===== config.mk =====
export PLATFORM = sky130hd
export DESIGN_NAME = alu_dec_flat
export DESIGN_NICKNAME = d
export VERILOG_FILES = /design/src/rtl/alu_dec_if.sv /design/src/rtl/alu_dec.sv /design/src/flat_wrapper.sv
export SDC_FILE = /design/constraint.sdc
export NUM_CORES = 1
export LEC_CHECK = 0
export BUFFER_PORTS_ARGS = -buffer_cell sky130_fd_sc_hd__clkbuf_2
export CORE_UTILIZATION = 40
export DETAILED_ROUTE_END_ITERATION = 7
export PLACE_DENSITY = 0.72
export SLEW_MARGIN = 20
export SYNTH_ARGS = -nofsm -noshare
export SYNTH_HDL_FRONTEND = slang
export SYNTH_SLANG_ARGS = --single-unit

===== constraint.sdc =====
create_clock -name clk -period 2.9 [get_ports clk]
set_input_delay 0.145 -clock clk [delete_from_list [all_inputs] [get_ports clk]]
set_output_delay 0.145 -clock clk [all_outputs]
set_load 0.05 [all_outputs]

===== src/rtl/alu_dec_if.sv =====
// Valid/ready handshake bundle between an instruction source, the ALU
// function decoder and the downstream ALU mux.
interface alu_dec_if;
  logic       in_valid;
  logic [6:0] opcode;
  logic [2:0] funct3;
  logic [6:0] funct7;
  logic       in_ready;
  logic       out_valid;
  logic       out_ready;
  logic [8:0] fnct_sel;
  logic       illegal;
  logic [7:0] illegal_cnt;

  modport master (
    output in_valid, opcode, funct3, funct7, out_ready,
    input  in_ready, out_valid, fnct_sel, illegal, illegal_cnt
  );

  modport slave (
    input  in_valid, opcode, funct3, funct7, out_ready,
    output in_ready, out_valid, fnct_sel, illegal, illegal_cnt
  );
endinterface


===== src/rtl/alu_dec.sv =====
// ALU function decoder: R/I-type opcode/funct3/funct7 -> 9-bit mux select, one-cycle latency.
// Define ALU_DEC_SKID_EN to add a one-entry skid buffer with a registered in_ready.
module alu_dec (
  input  logic      clk,
  input  logic      reset,
  alu_dec_if.slave  bus
);

  localparam logic [8:0] SEL_ADD = 9'h000;
  localparam logic [8:0] SEL_SUB = 9'h040;
  localparam logic [8:0] SEL_AND = 9'h041;
  localparam logic [8:0] SEL_OR  = 9'h080;
  localparam logic [8:0] SEL_XOR = 9'h081;
  localparam logic [8:0] SEL_SLL = 9'h082;
  localparam logic [8:0] SEL_SRL = 9'h083;
  localparam logic [8:0] SEL_SLT = 9'h084;
  localparam logic [8:0] SEL_NOP = 9'h100;

  localparam logic [6:0] OP_R   = 7'b0110011;
  localparam logic [6:0] OP_I   = 7'b0010011;
  localparam logic [6:0] F7_ZERO = 7'b0000000;
  localparam logic [6:0] F7_ALT  = 7'b0100000;

  // Operation selected by funct3 alone; returns {bad, sel}.
  function automatic logic [9:0] base_op(input logic [2:0] funct3);
    logic [9:0] res;
    case (funct3)
      3'b000:  res = {1'b0, SEL_ADD};
      3'b001:  res = {1'b0, SEL_SLL};
      3'b010:  res = {1'b0, SEL_SLT};
      3'b100:  res = {1'b0, SEL_XOR};
      3'b101:  res = {1'b0, SEL_SRL};
      3'b110:  res = {1'b0, SEL_OR};
      3'b111:  res = {1'b0, SEL_AND};
      default: res = {1'b1, SEL_NOP};
    endcase
    return res;
  endfunction

  // Full decode; returns {illegal, fnct_sel}.
  function automatic logic [9:0] decode(input logic [6:0] opcode,
                                        input logic [2:0] funct3,
                                        input logic [6:0] funct7);
    logic [9:0] res;
    logic       is_shift;
    is_shift = (funct3 == 3'b001) || (funct3 == 3'b101);
    case (opcode)
      OP_R: begin
        if (funct7 == F7_ZERO) begin
          res = base_op(funct3);
        end else if ((funct7 == F7_ALT) && (funct3 == 3'b000)) begin
          res = {1'b0, SEL_SUB};
        end else begin
          res = {1'b1, SEL_NOP};
        end
      end
      OP_I: begin
        // Immediate shifts reuse funct7 as the upper shamt field; only the logical forms are legal.
        if (is_shift && (funct7 != F7_ZERO)) begin
          res = {1'b1, SEL_NOP};
        end else begin
          res = base_op(funct3);
        end
      end
      default: res = {1'b1, SEL_NOP};
    endcase
    return res;
  endfunction

  logic [8:0] dec_sel_s;
  logic       dec_illegal_s;
  logic       in_ready_s;
  logic       in_fire_s;
  logic       out_adv_s;

  logic       out_valid_r;
  logic [8:0] fnct_sel_r;
  logic       illegal_r;
  logic [7:0] illegal_cnt_r;

  assign {dec_illegal_s, dec_sel_s} = decode(bus.opcode, bus.funct3, bus.funct7);

  assign out_adv_s = !out_valid_r || bus.out_ready;
  assign in_fire_s = bus.in_valid && in_ready_s;

  assign bus.in_ready    = in_ready_s;
  assign bus.out_valid   = out_valid_r;
  assign bus.fnct_sel    = fnct_sel_r;
  assign bus.illegal     = illegal_r;
  assign bus.illegal_cnt = illegal_cnt_r;

`ifdef ALU_DEC_SKID_EN
  logic       skid_valid_r;
  logic [8:0] skid_sel_r;
  logic       skid_illegal_r;
  logic       in_ready_r;

  assign in_ready_s = in_ready_r;

  // Output register fed from the skid entry first, else straight from the decoder.
  always_ff @(posedge clk or posedge reset) begin
    if (reset) begin
      out_valid_r    <= 1'b0;
      fnct_sel_r     <= SEL_NOP;
      illegal_r      <= 1'b0;
      skid_valid_r   <= 1'b0;
      skid_sel_r     <= SEL_NOP;
      skid_illegal_r <= 1'b0;
      in_ready_r     <= 1'b0;
    end else if (out_adv_s) begin
      // in_ready_r is low whenever the skid is full, so no new op competes with it here.
      if (skid_valid_r) begin
        out_valid_r    <= 1'b1;
        fnct_sel_r     <= skid_sel_r;
        illegal_r      <= skid_illegal_r;
        skid_valid_r   <= 1'b0;
        skid_sel_r     <= SEL_NOP;
        skid_illegal_r <= 1'b0;
      end else if (in_fire_s) begin
        out_valid_r <= 1'b1;
        fnct_sel_r  <= dec_sel_s;
        illegal_r   <= dec_illegal_s;
      end else begin
        out_valid_r <= 1'b0;
        fnct_sel_r  <= SEL_NOP;
        illegal_r   <= 1'b0;
      end
      in_ready_r <= 1'b1;
    end else if (in_fire_s) begin
      skid_valid_r   <= 1'b1;
      skid_sel_r     <= dec_sel_s;
      skid_illegal_r <= dec_illegal_s;
      in_ready_r     <= 1'b0;
    end else begin
      in_ready_r <= !skid_valid_r;
    end
  end
`else
  logic ready_en_r;

  assign in_ready_s = ready_en_r && out_adv_s;

  // Holds in_ready low until the first edge after reset releases.
  always_ff @(posedge clk or posedge reset) begin
    if (reset) begin
      ready_en_r <= 1'b0;
    end else begin
      ready_en_r <= 1'b1;
    end
  end

  // Single output stage; drained slots return to the idle NOP encoding.
  always_ff @(posedge clk or posedge reset) begin
    if (reset) begin
      out_valid_r <= 1'b0;
      fnct_sel_r  <= SEL_NOP;
      illegal_r   <= 1'b0;
    end else if (in_fire_s) begin
      out_valid_r <= 1'b1;
      fnct_sel_r  <= dec_sel_s;
      illegal_r   <= dec_illegal_s;
    end else if (bus.out_ready) begin
      out_valid_r <= 1'b0;
      fnct_sel_r  <= SEL_NOP;
      illegal_r   <= 1'b0;
    end
  end
`endif

  // Saturating count of accepted illegal ops.
  always_ff @(posedge clk or posedge reset) begin
    if (reset) begin
      illegal_cnt_r <= 8'h00;
    end else if (in_fire_s && dec_illegal_s && (illegal_cnt_r != 8'hFF)) begin
      illegal_cnt_r <= illegal_cnt_r + 8'h01;
    end
  end

endmodule


===== src/flat_wrapper.sv =====
// flat-port wrapper written by rule: the top's interface ports become plain ports
module alu_dec_flat 
  (clk, reset, bus_in_valid, bus_opcode, bus_funct3, bus_funct7, bus_out_ready, bus_in_ready, bus_out_valid, bus_fnct_sel, bus_illegal, bus_illegal_cnt);
  alu_dec_if bus_i ();
  input  logic clk;
  input  logic reset;
  input wire logic [$bits(bus_i.in_valid)-1:0] bus_in_valid;
  input wire logic [$bits(bus_i.opcode)-1:0] bus_opcode;
  input wire logic [$bits(bus_i.funct3)-1:0] bus_funct3;
  input wire logic [$bits(bus_i.funct7)-1:0] bus_funct7;
  input wire logic [$bits(bus_i.out_ready)-1:0] bus_out_ready;
  output wire logic [$bits(bus_i.in_ready)-1:0] bus_in_ready;
  output wire logic [$bits(bus_i.out_valid)-1:0] bus_out_valid;
  output wire logic [$bits(bus_i.fnct_sel)-1:0] bus_fnct_sel;
  output wire logic [$bits(bus_i.illegal)-1:0] bus_illegal;
  output wire logic [$bits(bus_i.illegal_cnt)-1:0] bus_illegal_cnt;
  assign bus_i.in_valid = bus_in_valid;
  assign bus_i.opcode = bus_opcode;
  assign bus_i.funct3 = bus_funct3;
  assign bus_i.funct7 = bus_funct7;
  assign bus_i.out_ready = bus_out_ready;
  assign bus_in_ready = bus_i.in_ready;
  assign bus_out_valid = bus_i.out_valid;
  assign bus_fnct_sel = bus_i.fnct_sel;
  assign bus_illegal = bus_i.illegal;
  assign bus_illegal_cnt = bus_i.illegal_cnt;
  alu_dec u_core (.clk(clk), .reset(reset), .bus(bus_i));
endmodule

==> reports/qor.yml <==
setup_path:
  cp_max_fo: 5
  crit_slowest_cell: "or3_2"
  worstPathArrival_ps: 2140
  ff2ff_setup_slack_ps: 950
  timing.critical_path.to: "u_core.bus.illegal_cnt[1]"
  r2r-start: "u_core.bus.illegal_cnt[4]"
  reg2reg_to: "u_core.bus.illegal_cnt[1]"
  cp-end-kind: "flip-flop"
  required_ps: 3090
  cp_cell_sequence: "and3_1 > and2_1 > and4_1 > or3_2 > mux2_4"
  critPathKind: "reg -> reg"
  slowest_delay_ps: 500
  critPathLaunch: "u_core.bus.illegal_cnt[4]"
  reg2reg_depth: 5
  startpoint_type: "flip-flop"
drt:
  via_per_inst: 5.19
  avgRoutedWirePerCell_um: 12.0
  drc_errors: 0
  vias: 825
  ant_nets: 0
  routed_wl_um: 1910
  dr.first_iter.drc_count: 9
  dr.pass1.iters: 4
placement:
  dp_hpwl_um: 1530
  place_congestion: 0.776
  placed_cell_area_sq_um: 1170
  dp_worst_setup_slack_ps: 928
  numPortBuffers: 37
timing:
  rsz0062_at_grt: "false"
  period_share: 0.673
  slew_headroom: 0.585
  setup_viol_count_final: 0
  fmax_ghz: 0.512
  tightest_slew_ps: 622
  totalNegativeSetupSlack_ps: 0
  skew_ps: 9.72
  worst_slack_ps: 948
  finalCriticalPeriod_ps: 1950
  slew_violations: 0
  holdWs_ps: 134
  hold_viol: 0
yosys:
  ys.flop_type: "dfrtp_1"
  yosysWarnings: 0
  synth.ff_latch_count: 17
  netlist_area_sq_um: 971
  synth_edf_count: 0
  yosysUniqueCellTypes: 36
  synthTopCellsByCount: "dfrtp_1, nand2_1, nand3_1"
  synth.most_common_cell: "dfrtp_1"
  yosysTopAreaCell: "dfrtp_1"
  synth.avg_cell_area_sq_um: 10.7
  ys_top_cells_by_area: "dfrtp_1, a32o_1, nand3_1, nand2_1, a2111oi_4"
  syn_inst: 91
  yosysTopAreaCellShare: 0.412
  synthArstFlopShare: 1.00
  ys_seq_area_frac: 0.439
layout:
  drive_gt1_frac: 0.382
  syn2layout_area_growth_pct: 24.5
  nets: 154
  fin_util: 0.536
  finalInstanceArea_sq_um: 1210
  nFillCells: 222
  antenna_cells: 0
global_routing:
  grt_pass1_wl_um: 3250
  overflow: 0
  grt_max_degree: 18
  grt_use_total: 0.167
  antenna_found_initial: 0
  grt_pass1_vias: 787
floorplan:
  ios: 41
  start_util: 0.431
  die_area_sq_um: 2630
  core.rowCount: 17
  die_h_um: 51.3
  fp.dieW_um: 51.3
  core_area_sq_um: 2250
clock_tree:
  cts_hold_buf: 1
  cts_buffer_depth: 2
  worstSkewPairLatency_ps: 290
  cts_htree_levels: 1
  cts_buffers: 3
  cts_sinks: 17
  cts_tree: "yes"
  clk_pin_slew_ps: 110
  cts-root-buf: "clkbuf_4"
  cts_resized: 0
  postCtsSetupBuffers: 0
flow_run:
  max-cap-violations: 0
pwr:
  power_leakage_uw: 0.000607
  vdd_ir_drop_max_v: 0.000470
  power_density_nw_per_um2: 639
status:
  outcome: "finished clean"
min_path:
  hold_path.class: "in -> reg"
## power breakdown
group          internal, uW  total, uW  switching (uW)
registers               278        330            51.6
clock network          52.4        128            75.5
logic                  90.7        314             224
total                   421        772             351
## critical path: cells and delay by family (launching register included)
kind             cells  cell delay, ps
DFF                  1             420
muxes                1             310
and+or+nand+nor      4            1120
## routing by layer
| metal | global-route usage | up-vias | part of all wire |
|---|---|---|---|
| met1 | 0.219 | 373 | 0.48 |
| met3 | 0.0298 | 4 | 0.066 |
| met5 | 0 | - | 0 |
| met4 | 0.0676 | 0 | 0.010 |
| li1 | - | 414 | - |
| met2 | 0.272 | 34 | 0.44 |
## sequential cells by signal, summed over array words and instances, names as in the netlist
signal	flops
u_core.bus.illegal_cnt	8
u_core.bus.fnct_sel	6
u_core.bus.illegal	1
u_core.bus.out_valid	1
u_core.ready_en_r	1
## cell families (layout without fill, tap and decap cells)
logic type / Yosys count / in the layout / share of synthesized area
flip-flops: 17 / 17 / 0.439
AND/OR/NAND/NOR: 39 / 39 / 0.256
multiplexers: 3 / 3 / 0.0387
AO/OA/AOI/OAI: 17 / 17 / 0.157
other: 2 / 4 / 0.00773
adder cells (fa/ha/maj): 1 / 1 / 0.0129
buffers and inverters: 7 / 45 / 0.0425
XOR/XNOR: 5 / 5 / 0.0451
## through the flow
step	power (uW)	instances
global placement	642	154
CTS	781	159
floorplan	567	93
detailed placement	648	154
global route	820	159
finish	772	159
## area by class of cell
class	count	area, sq um	area share
Multi-Input combinational cell	69	510	0.422
Sequential cell	17	427	0.353
Timing Repair Buffer	38	195	0.161
Tap cell	28	35.0	0.0290
Clock buffer	3	22.5	0.0186
Inverter	3	11.3	0.00932
Clock inverter	1	7.51	0.00621
## placed cells by master, fill, tap and decap left out, types with 4 or more instances in the layout
| master | instances |
|---|---|
| dfrtp_1 | 16 |
| nor2_1 | 5 |
| o21ai_0 | 5 |
| clkbuf_2 | 37 |
| nand3_1 | 6 |
| a32o_1 | 5 |
| nand2_1 | 8 |
| conb_1 | 4 |
## worst min path at each step
stage / from / endpoint / slack (ps) / cells after the start
6_report: bus_out_ready / u_core.bus.fnct_sel[8] / 130 / 3
3_3_place_gp: reset / u_core.bus.illegal_cnt[7] / 240 / 2
3_5_place_dp: reset / u_core.bus.fnct_sel[0] / 250 / 2
4_1_cts: bus_out_ready / u_core.bus.fnct_sel[8] / 140 / 3
5_1_grt: bus_out_ready / u_core.bus.fnct_sel[8] / 170 / 3
2_1_floorplan: reset / u_core.bus.fnct_sel[0] / 70 / 1
Note: power is estimated with default switching activity, not from simulation.
